==> src/rtl/uram_readout_scheduler.sv <==
// =============================================================================
// uram_readout_scheduler
// Tracks filled URAM event buffers, hands them to the readout SM one at a time,
// and grants firmware-loading mode only while no readout is in flight.
// Revision: 1.0
// =============================================================================
`default_nettype none

module uram_readout_scheduler #(
  parameter int NBUF_BITS = 2
) (
  input  logic                 clk_i,
  input  logic                 rst_i,
  input  logic                 clk_ce_i,
  input  logic                 ev_done_i,
  output logic [NBUF_BITS-1:0] wr_buf_o,
  output logic                 full_o,
  output logic                 data_available_o,
  output logic [NBUF_BITS-1:0] rd_buf_o,
  input  logic                 complete_i,
  input  logic                 readout_valid_i,
  input  logic                 fw_req_i,
  output logic                 fw_loading_o,
  output logic [NBUF_BITS:0]   occupancy_o,
  output logic                 overflow_o,
  input  logic                 err_clr_i
);

  localparam logic [NBUF_BITS:0] NBUF = {1'b1, {NBUF_BITS{1'b0}}};

  typedef enum logic [2:0] {
    ST_IDLE    = 3'd0,
    ST_READOUT = 3'd1,
    ST_DRAIN   = 3'd2,
    ST_FW_WAIT = 3'd3,
    ST_FW      = 3'd4
  } state_t;

  state_t               state_q, state_d;
  logic [NBUF_BITS-1:0] wr_ptr_q, wr_ptr_d;
  logic [NBUF_BITS-1:0] rd_ptr_q, rd_ptr_d;
  logic [NBUF_BITS:0]   cnt_q, cnt_d;
  logic                 data_avail_q, fw_loading_q, overflow_q, overflow_d;
  logic                 wr_ok, rd_ok;

  always_comb begin
    state_d = state_q;
    if (clk_ce_i) begin
      case (state_q)
        ST_IDLE: begin
          if (fw_req_i)            state_d = ST_FW_WAIT;
          else if (cnt_q != '0)    state_d = ST_READOUT;
        end
        ST_READOUT: begin
          if (complete_i)          state_d = ST_DRAIN;
        end
        ST_DRAIN: begin
          if (!readout_valid_i) begin
            if (fw_req_i)          state_d = ST_FW_WAIT;
            else if (cnt_q != '0)  state_d = ST_READOUT;
            else                   state_d = ST_IDLE;
          end
        end
        ST_FW_WAIT: begin
          if (!fw_req_i)           state_d = ST_IDLE;
          else if (!readout_valid_i) state_d = ST_FW;
        end
        ST_FW: begin
          if (!fw_req_i)           state_d = ST_IDLE;
        end
        default:                   state_d = ST_IDLE;
      endcase
    end

    wr_ok = ev_done_i && (cnt_q != NBUF) && (state_q != ST_FW);
    rd_ok = complete_i && (state_q == ST_READOUT);

    wr_ptr_d = wr_ptr_q + NBUF_BITS'(wr_ok);
    rd_ptr_d = rd_ptr_q + NBUF_BITS'(rd_ok);
    cnt_d    = cnt_q;
    if (wr_ok && !rd_ok)      cnt_d = cnt_q + 1'b1;
    else if (!wr_ok && rd_ok) cnt_d = cnt_q - 1'b1;

    // Entering FW discards everything buffered, including a same-cycle event.
    if (state_q == ST_FW_WAIT && state_d == ST_FW) begin
      wr_ptr_d = '0;
      rd_ptr_d = '0;
      cnt_d    = '0;
    end

    if (ev_done_i && !wr_ok) overflow_d = 1'b1;
    else if (err_clr_i)      overflow_d = 1'b0;
    else                     overflow_d = overflow_q;
  end

  always_ff @(posedge clk_i or posedge rst_i) begin
    if (rst_i) begin
      state_q      <= ST_IDLE;
      wr_ptr_q     <= '0;
      rd_ptr_q     <= '0;
      cnt_q        <= '0;
      data_avail_q <= 1'b0;
      fw_loading_q <= 1'b0;
      overflow_q   <= 1'b0;
    end else begin
      state_q      <= state_d;
      wr_ptr_q     <= wr_ptr_d;
      rd_ptr_q     <= rd_ptr_d;
      cnt_q        <= cnt_d;
      data_avail_q <= (state_d == ST_READOUT);
      fw_loading_q <= (state_d == ST_FW);
      overflow_q   <= overflow_d;
    end
  end

  assign wr_buf_o         = wr_ptr_q;
  assign rd_buf_o         = rd_ptr_q;
  assign occupancy_o      = cnt_q;
  assign full_o           = (cnt_q == NBUF) || fw_loading_q;
  assign data_available_o = data_avail_q;
  assign fw_loading_o     = fw_loading_q;
  assign overflow_o       = overflow_q;

endmodule

`default_nettype wire

==> config.mk <==
export PLATFORM = sky130hd
export DESIGN_NAME = uram_readout_scheduler
export DESIGN_NICKNAME = d
export VERILOG_FILES = /design/src/rtl/uram_readout_scheduler.sv
export SDC_FILE = /design/constraint.sdc
export NUM_CORES = 1
export LEC_CHECK = 0
export CORE_ASPECT_RATIO = 1.1
export CORE_UTILIZATION = 32
export DETAILED_ROUTE_END_ITERATION = 8
export SLEW_MARGIN = 20
export SYNTH_ARGS = -nofsm -noshare
export SYNTH_HDL_FRONTEND = slang
export SYNTH_SLANG_ARGS = --single-unit
==> constraint.sdc <==
create_clock -name clk_i -period 2.2 [get_ports clk_i]
set_input_delay 0.55 -clock clk_i [delete_from_list [all_inputs] [get_ports clk_i]]
set_output_delay 0.55 -clock clk_i [all_outputs]
set_load 0.05 [all_outputs]
# Word level (Yosys, flattened, before mapping)
# Cells that the tools add are included.
dict set report word_totals {
  regBits 13
  inputBits 8
  elab_cells 52
  output_inout_bits 11
}
dict set report classes {
  addsub 4
  n_mux 18
  eq_ne 9
  reduce_logical 14
}
# op n
set ops {}
lappend ops {{two-way mux 3 bit} 11}
lappend ops {{case mux 3 bit (5 select lines)} 1}
lappend ops {{== test 3 bit (second input constant)} 3}
lappend ops {{logical AND 1 bit} 7}
lappend ops {{== test 3 x 1 -> 1 bit (second input constant)} 2}
lappend ops {{== test 3 x 2 -> 1 bit (second input constant)} 2}
lappend ops {{two-way mux 2 bit} 3}
lappend ops {{inequality test 3 bit (second input constant)} 2}
lappend ops {{nonzero test 3 bit} 2}
lappend ops {{adder 2 x 1 -> 2 bit} 2}
lappend ops {{adder 3 x 1 -> 3 bit (second input constant)} 1}
lappend ops {{logical NOT 3 bit} 1}
lappend ops {{two-way mux 1 bit} 3}
lappend ops {{subtractor 3 x 1 -> 3 bit (second input constant)} 1}
lappend ops {{logical NOT 1 bit} 2}
lappend ops {{nonzero test 2 bit} 1}
lappend ops {{logical OR 1 bit} 1}

# Longest topological paths before layout
# Gate-level depths: netlist (run 1).
dict set report depth {
  ltp_word 9
  depth_mapped 8
}

# Worst setup path before layout (run 1)
# Ideal clock, no wire load.
dict set report synth_path {
  path_kind {register to register}
  startpoint {reg cnt_q[0] (netlist: occupancy_o[0])}
  endpoint {reg cnt_q[2] (netlist: occupancy_o[2])}
  path_stages_with_launch 8
  setup_slack_ns -0.025
  setup_ns 0.077
  period_less_slack_ns 2.225
  required_ns 2.123
  arrival_time_ns 2.147
  path_cell_list {dfrtp_1 > nor2_1 > a221oi_1 > ha_1 > fa_1 > xnor2_1 > or3_1 > a21oi_1}
}
dict set report synth_via {
  elab_chain_cells 9
}
# item line_no
set synth_lines {}
lappend synth_lines {{from (decl)} 42} ;# logic [NBUF_BITS:0] cnt_q, cnt_d;
lappend synth_lines {{from (signal assigned)} 109} ;# cnt_q <= cnt_d;
lappend synth_lines {{nonzero test 3 bit} {52, 60}}
lappend synth_lines {{two-way mux 1 bit} 60} ;# else if (cnt_q != '0) state_d = ST_READOUT;
lappend synth_lines {{two-way mux 2 bit} 59} ;# if (fw_req_i) state_d = ST_FW_WAIT;
lappend synth_lines {{two-way mux 3 bit} 58} ;# if (!readout_valid_i) begin
lappend synth_lines {{case mux 3 bit (5 select lines)} 49} ;# case (state_q)
lappend synth_lines {{two-way mux 3 bit} 48} ;# if (clk_ce_i) begin
lappend synth_lines {{== test 3 bit} 85} ;# if (state_q == ST_FW_WAIT && state_d == ST_FW) begin
lappend synth_lines {{logical AND 1 bit} 85}
lappend synth_lines {{nonzero test 3 bit (no line) / two-way mux 3 bit (equally long branches)} --}
# Several ways; a longest one is shown, not always the timed one. The select of a mux whose other input is x is not followed.
# A chain may end at the register's enable or synchronous reset.

# Worst setup path after layout (run 1)
dict set report layout_path {
  startpoint {reg cnt_q[2] (netlist: occupancy_o[2])}
  endpoint {out occupancy_o[2]}
}
# item line_no
set layout_lines {}
lappend layout_lines {{to (decl)} 24} ;# output logic [NBUF_BITS:0] occupancy_o,
# No word-level cell between the ends.

==> results of run 1 <==
## placed cells by master, fill, tap and decap left out, types with 2 or more instances in the layout
cell type,synthesis,final
sky130_fd_sc_hd__ha_1,3,2
sky130_fd_sc_hd__dfrtp_1,13,11
sky130_fd_sc_hd__clkdlybuf4s50_1,0,17
sky130_fd_sc_hd__nor2b_1,2,2
sky130_fd_sc_hd__clkbuf_4,0,3
sky130_fd_sc_hd__xnor2_1,3,3
sky130_fd_sc_hd__buf_4,0,12
sky130_fd_sc_hd__a21o_1,2,2
sky130_fd_sc_hd__nor2_1,9,8
sky130_fd_sc_hd__a21oi_1,2,2
sky130_fd_sc_hd__o21ai_0,4,4
sky130_fd_sc_hd__nand2_1,3,3
sky130_fd_sc_hd__inv_1,8,8
sky130_fd_sc_hd__dfrtp_2,0,2
## routing by layer
| metal | up-vias | GRT usage, % | wire (um) |
|---|---|---|---|
| li1 | 305 | - | - |
| met1 | 280 | 21.8 | 742 |
| met2 | 15 | 23.4 | 679 |
| met3 | 2 | 3.47 | 80 |
| met4 | 0 | 7.14 | 14 |
| met5 | - | 0 | 0 |
## worst max-delay path by stage
stage / end / slack, ns / depth (start not counted)
after detailed placement: occupancy_o[2]$_DFFE_PP0P_ / -0.19 / 7
after CTS: occupancy_o[2]$_DFFE_PP0P_ / 0.05 / 7
final: occupancy_o[2] / 0.07 / 1
after global routing: occupancy_o[2]$_DFFE_PP0P_ / 0.006 / 8
after floorplan: occupancy_o[2]$_DFFE_PP0P_ / 0.007 / 7
after global placement: occupancy_o[2]$_DFFE_PP0P_ / -0.16 / 7
## area by class of cell
type,instances,share of cell area [%]
multi-input cells,47,35.0
well taps,28,3.35
inverters,8,2.87
clock buffers,4,2.51
repair buffers,29,24.9
flip-flops and latches,13,31.3
## metrics by stage
stage | hold slack (ns) | cells
6_report | 0.536 | 129
3_3_place_gp | 0.521 | 123
3_5_place_dp | 0.526 | 123
2_1_floorplan | 0.427 | 69
5_1_grt | 0.578 | 129
4_1_cts | 0.542 | 127
## flip-flops by register name (all words and copies together), names as in the netlist
name              flops
occupancy_o           3
state_q               3
wr_buf_o              2
rd_buf_o              2
overflow_o            1
data_available_o      1
fw_loading_o          1
## logic make-up (layout without fill, tap and decap cells)
family / Yosys count / in the layout
AND/OR/NAND/NOR: 23 / 23
AO/OA/AOI/OAI: 16 / 16
flip-flops: 13 / 13
buffers and inverters: 9 / 41
adder cells (fa/ha/maj): 4 / 4
XOR/XNOR: 4 / 4
## timing repair
item / in CTS / in global routing
resized for setup: 0 / 5
setup endpoints to repair: 0 / 1
buffers inserted: 0 / 2
## report_power, final
part	total (uW)	internal, uW	switching (uW)
Combinational	1000	416	587
Sequential	451	347	104
Clock	151	70.2	80.6
==> PnR_summary.wiki, run 1 <==
{| class="wikitable"
! Metric !! Value
|-
| Outcome || complete, no violations
|-
| Fraction of synthesized cell area taken by the top area cell type || between 40% and 50%
|-
| Library cell with the highest instance count after synthesis || sky130_fd_sc_hd__dfrtp_1
|-
| CTS clk-pin slew, worst paths || 0.08 ns
|-
| Worst Max-Slew Pin Slew || approximately 0.52 ns
|-
| Buffers and inverters on the worst path || 1
|-
| Xor/xnor share of the synthesized area || 4.91%
|-
| Overall power || approximately 1600 uW
|-
| Cell count after synthesis || between 60 and 70
|-
| Hold Path Cell Cnt || 2
|-
| CTS root buffer || sky130_fd_sc_hd__clkbuf_4
|-
| DIE AREA || 2420 um2
|-
| Top post-synthesis cells by area || sky130_fd_sc_hd__dfrtp_1 46%, sky130_fd_sc_hd__ha_1 5.3%, sky130_fd_sc_hd__nor2_1 4.7%, sky130_fd_sc_hd__inv_1 4.2%, sky130_fd_sc_hd__xnor2_1 3.7%
|-
| Post-place instance area || 990 um2
|-
| TritonRoute pass-1 iters || 4
|-
| Class of the tightest hold or removal check || flip-flop to flip-flop
|-
| Fraction of the cycle the final worst path needs || 96.8%
|-
| Adder-cell share of the synthesized area || 8.07%
|-
| Boundary Pins || 19
|-
| Cell family with the largest share of critical-path delay || buffers and inverters
|-
| Starting Density || 34.6%
|-
| Setup slack, reg-to-reg || 0.20 ns
|-
| Post-synth EDFFs || 0
|-
| Area fraction in compound gates after synthesis || 16.1%
|-
| Area occupied by registers || 328 um2
|-
| Hold Fails Final Rpt || 0
|-
| Endpoint of the worst-slack reg-to-reg timing path || occupancy_o[2]$_DFFE_PP0P_
|-
| Initial detailed-routing violation count || 10
|-
| Achievable clock frequency || 470 MHz
|-
| Static leakage || 0.000496 uW
|-
| Final-layout setup total negative slack || 0 ns
|-
| Diodes inserted || 0
|-
| Total grt overflow || 0
|-
| Type of the setup path with the least slack || flip-flop to output port
|-
| Synthesized net count || 81
|-
| H-tree depth || 1
|-
| Multi-input logic area || 367 um2
|-
| Synth cell types || 30
|-
| Sequential fraction of the synthesis area || 45.6%
|-
| Chip width || about 47 um
|-
| Total Routed Length || 1520 um
|-
| Post-cts hold buffer count || 0
|-
| Count of max-cap constraint violations || 0
|-
| Final Wtd Congestion || 0.762
|-
| Count of vias placed by the detailed router || 602
|-
| Overall Global Routing Usage || 15.8%
|-
| Setup violations, final || 0
|-
| Number of antenna violations at the first check in global routing || 0
|-
| Share of cell area taken by muxes after synthesis || 0%
|-
| RSZ-0062 raised after global routing || false
|-
| Share of the core filled with cells || 50.7%
|-
| IO buf count || 18
|-
| Clock latency on the worst-skew pair || 0.27 ns
|-
| Yosys warning count || 0
|-
| Final HPWL DP || between 1000 and 1500 um
|-
| Area delta synth->final || 46.7%
|-
| Fin crit period || 2.13 ns
|-
| First-pass GRT wire length || 2700 um
|-
| Worst Slack Setup Final || 0.0704 ns
|-
| Worst endpoint required time || 1.65 ns
|-
| Vias in the first global route || 600
|-
| Total CTS buffers || 3
|-
| Netlist area before placement || 713 um2
|-
| Critical path's largest stage delay || 0.84 ns
|-
| Crit path launch || occupancy_o[2]$_DFFE_PP0P_
|-
| Core Area || 2060 um2
|-
| Nets || 114
|-
| Post-Synth Simple-Gate Area || between 20% and 30%
|-
| CTS tree || done
|-
| Flip-flop and latch count after synthesis || 13
|-
| Kind of start point of the critical path || flip-flop
|-
| Filler instances || 210
|-
| Slew HR || 65.1%
|-
| Crit path max fanout || 6
|-
| Maximum number of pins on one net before global-route repair || 14
|-
| Post-synthesis average cell area || 10.3 um2
|-
| Vias/cell || 4.67
|-
| CTS Buffer Depth || 2
|-
| Worst vdd rail ir drop || 0.805 mV
|-
| Critical R2R Launch || state_q[2]$_DFF_PP0_
|-
| Final Cell Area || 1050 um2
|-
| Site Rows || 17
|-
| Fraction of layout cells with a size suffix above 1 || 26.7%
|-
| Dominant combinational cell family by area after synthesis || simple AND/OR/NAND/NOR gates
|-
| Die boundary height || 51.5 um
|-
| Path depth of the worst reg2reg path || 8
|-
| Share of synthesized registers carrying an async set or reset || 100%
|-
| Post-synth top flop || sky130_fd_sc_hd__dfrtp_1
|-
| Most numerous cell types in the synthesized netlist || 13 x sky130_fd_sc_hd__dfrtp_1, 9 x sky130_fd_sc_hd__nor2_1, 8 x sky130_fd_sc_hd__inv_1
|-
| Max-slew violation count || 0
|-
| Slowest cell on the critical path || sky130_fd_sc_hd__clkdlybuf4s50_1
|-
| Mean routed wirelength per cell || 11.8 um
|-
| Post-detailed-route DRC marker count || 0
|-
| Library cell with the largest summed area after synthesis || sky130_fd_sc_hd__dfrtp_1
|-
| Remaining number of nets flagged by the antenna check after routing || 0
|-
| Hold EP || overflow_o$_DFFE_PP0P_
|-
| Sink Count || 13
|-
| Kind of end point of the critical path || output port
|-
| Hold wc startpoint || overflow_o$_DFFE_PP0P_
|-
| Endpoint arrival time on the critical path || between 1.5 and 2 ns
|-
| Power density normalized to cell area || between 1500 and 2000 nW/um2
|-
| Worst clock skew on the final layout || approximately 0.0046 ns
|-
| Worst-case setup slack after placement || -0.189 ns
|-
| Worst path cell trace || clkdlybuf4s50_1
|}
(Power assumes the default switching activity.)
==> run 2: changes to the inputs <==
Settings changed: RECOVER_POWER from default to 25.
==> run 2 against run 1 <==
Combinational power about the same. Largest cell class unchanged. Cell area unchanged. Power is essentially flat.
==> PnR_summary.wiki, run 2 (synthesis results as in run 1) <==
{| class="wikitable"
! Metric !! Value
|-
| Outcome || complete, no violations
|-
| Overall Global Routing Usage || 15.8% (unchanged)
|-
| Starting Density || 34.6% (unchanged)
|-
| Met2 track demand over resource || 23.4% (unchanged)
|-
| Fin crit period || 2.13 ns (unchanged)
|-
| Fraction of layout cells with a size suffix above 1 || 26.7% (unchanged)
|-
| Clock latency on the worst-skew pair || 0.27 ns (about the same)
|-
| Total CTS buffers || 3 (unchanged)
|-
| Count of vias placed by the detailed router || 602 (unchanged)
|-
| M3 GR Usage || 3.47% (unchanged)
|-
| Switching power of the nets || 772 uW (unchanged)
|-
| Endpoint arrival time on the critical path || 1.58 ns (about the same)
|-
| Achievable clock frequency || 470 MHz (unchanged)
|-
| Chip width || 47.0 um (unchanged)
|-
| First-pass GRT wire length || 2700 um (unchanged)
|-
| Worst endpoint required time || 1.65 ns (about the same)
|-
| Max-slew violation count || 0 (unchanged)
|-
| GRT Max-Usage Layer || met2
|-
| CTS tree || done
|-
| Hold Fails Final Rpt || 0 (unchanged)
|-
| CTS clk-pin slew, worst paths || 0.08 ns (about the same)
|-
| Remaining number of nets flagged by the antenna check after routing || 0 (unchanged)
|-
| Vias/cell || 4.67 (unchanged)
|-
| Kind of end point of the critical path || output port
|-
| Area delta synth->final || 46.7% (unchanged)
|-
| TritonRoute pass-1 iters || 4 (unchanged)
|-
| Area occupied by registers || 328 um2 (unchanged)
|-
| Commonest cells after routing, fill and taps aside || 16 x sky130_fd_sc_hd__clkdlybuf4s50_1, 12 x sky130_fd_sc_hd__buf_4, 11 x sky130_fd_sc_hd__dfrtp_1
|-
| Total Routed Length || 1520 um (unchanged)
|-
| Core Area || 2060 um2 (unchanged)
|-
| Commonest non-fill, non-tap cell in the layout || sky130_fd_sc_hd__clkdlybuf4s50_1
|-
| Total grt overflow || 0 (unchanged)
|-
| Post-place instance area || 990 um2 (unchanged)
|-
| Proportion of power drawn by flip-flops and latches || 28.1% (about the same)
|-
| Buffers and inverters on the worst path || 1 (unchanged)
|-
| Setup violations, final || 0 (unchanged)
|-
| Boundary Pins || 19 (unchanged)
|-
| Cell family with the largest share of critical-path delay || buffers and inverters
|-
| Site Rows || 17 (unchanged)
|-
| Fraction of the cycle the final worst path needs || 96.8% (unchanged)
|-
| Number of antenna violations at the first check in global routing || 0 (unchanged)
|-
| Share of power burned in combinational logic || 62.5% (about the same)
|-
| Share of power burned in the clock network || 9.4% (about the same)
|-
| Static leakage || 0.000497 uW (about the same)
|-
| Met1 Use GR || 21.8% (unchanged)
|-
| Maximum number of pins on one net before global-route repair || 14 (unchanged)
|-
| Overall power || 1600 uW (about the same)
|-
| Slew HR || 65.1% (about the same)
|-
| Die boundary height || 51.5 um (unchanged)
|-
| Count of max-cap constraint violations || 0 (unchanged)
|-
| Class of the tightest hold or removal check || flip-flop to flip-flop
|-
| CTS root buffer || sky130_fd_sc_hd__clkbuf_4
|-
| Power density normalized to cell area || 1530 nW/um2 (about the same)
|-
| Initial detailed-routing violation count || 10 (unchanged)
|-
| Crit path max fanout || 6 (unchanged)
|-
| Final Cell Area || 1050 um2 (unchanged)
|-
| Worst path cell trace || clkdlybuf4s50_1
|-
| Slowest cell on the critical path || sky130_fd_sc_hd__clkdlybuf4s50_1
|-
| DIE AREA || 2420 um2 (unchanged)
|-
| Worst clock skew on the final layout || 0.00458 ns (unchanged)
|-
| Filler instances || 210 (unchanged)
|-
| Post-detailed-route DRC marker count || 0 (unchanged)
|-
| Post-cts hold buffer count || 0 (unchanged)
|-
| Internal cell power || 833 uW (about the same)
|-
| Worst vdd rail ir drop || 0.805 mV (about the same)
|-
| Sink Count || 13 (unchanged)
|-
| IO buf count || 18 (unchanged)
|-
| Type of the setup path with the least slack || flip-flop to output port
|-
| Diodes inserted || 0 (unchanged)
|-
| Final Wtd Congestion || 0.762 (unchanged)
|-
| Worst Max-Slew Pin Slew || 0.523 ns (-0.000522 ns)
|-
| CTS Buffer Depth || 2 (unchanged)
|-
| Final-layout setup total negative slack || 0 ns (unchanged)
|-
| Nets || 114 (unchanged)
|-
| Switching part of the total || 48.1% (about the same)
|-
| Vias in the first global route || 600 (unchanged)
|-
| Kind of start point of the critical path || flip-flop
|-
| H-tree depth || 1 (unchanged)
|-
| RSZ-0062 raised after global routing || false
|-
| Critical path's largest stage delay || 0.84 ns (about the same)
|-
| Final HPWL DP || 1150 um (unchanged)
|-
| Mean routed wirelength per cell || 11.8 um (unchanged)
|-
| Multi-input logic area || 367 um2 (unchanged)
|}
[run 2: cell count changes in the layout (fill, tap and decap cells not counted), sizes merged]
cell and delta:
clkdlybuf4s50 -1, dlygate4sd3 +1
[run 2: worst register-to-register path: cells and delay by family, from the launching register on]
family / cells / cell delay, ns
AND/OR/NAND/NOR: 4 / 0.65
adder cells (fa/ha/maj): 2 / 0.55
flip-flops: 1 / 0.42
XOR/XNOR: 1 / 0.15
AO/OA/AOI/OAI: 1 / 0.15
[run 2: worst paths after layout]
| kind | slack [ns] | from | to | depth (start not counted) |
|---|---|---|---|---|
| min reg2reg | 0.54 | overflow_o$_DFFE_PP0P_ | overflow_o$_DFFE_PP0P_ | 2 |
| max reg2reg | 0.20 | state_q[2]$_DFF_PP0_ | occupancy_o[2]$_DFFE_PP0P_ | 8 |
| min in group asynchronous | 0.74 | rst_i | occupancy_o[2]$_DFFE_PP0P_ | 2 |
| max | 0.07 | occupancy_o[2]$_DFFE_PP0P_ | occupancy_o[2] | 1 |
| max in group asynchronous | 1.08 | rst_i | state_q[0]$_DFF_PP0_ | 2 |
| min | 0.54 | overflow_o$_DFFE_PP0P_ | overflow_o$_DFFE_PP0P_ | 2 |
[run 2: what timing repair did]
item / in CTS / in global routing
gates resized for setup: 0 / 5
endpoints found under the setup margin: 0 / 1
setup buffers: 0 / 2
[run 2: per-layer routing]
metal | part of all wire (%) | wire (um)
met4 | 0.92 | 14
met1 | 49 | 742
met2 | 45 | 679
met5 | 0 | 0
met3 | 5.3 | 80
[run 2: power by group through the flow]
| stage | clock (uW) | sequential (uW) | combinational [uW] |
|---|---|---|---|
| finish | 151 | 451 | 1000 |
| global route | 164 | 470 | 1090 |
| CTS | 151 | 448 | 988 |
| detailed placement | 0 | 453 | 976 |
| global placement | 0 | 455 | 966 |
| floorplan | 0 | 713 | 396 |
[run 2: through the flow]
step	worst slack [ns]	instances	hold WS [ns]	utilization, %
floorplan	0.00750	69	0.427	-
global placement	-0.157	123	0.521	48.0
detailed placement	-0.189	123	0.526	48.0
CTS	0.0478	127	0.542	49.2
global route	0.00563	129	0.578	50.7
finish	0.0704	129	0.536	50.7
[run 2: area by class of cell]
cell class | count | share of cell area [%]
Multi-Input combinational cell | 47 | 35.0
Timing Repair Buffer | 29 | 24.9
Inverter | 8 | 2.87
Sequential cell | 13 | 31.3
Clock buffer | 4 | 2.51
Tap cell | 28 | 3.35
==> run 3: changes to the inputs <==
Settings changed: GPL_TIMING_DRIVEN from default to 1.
==> results of run 3 <==
Final layout, timing and power as in run 2 (identical DEF).
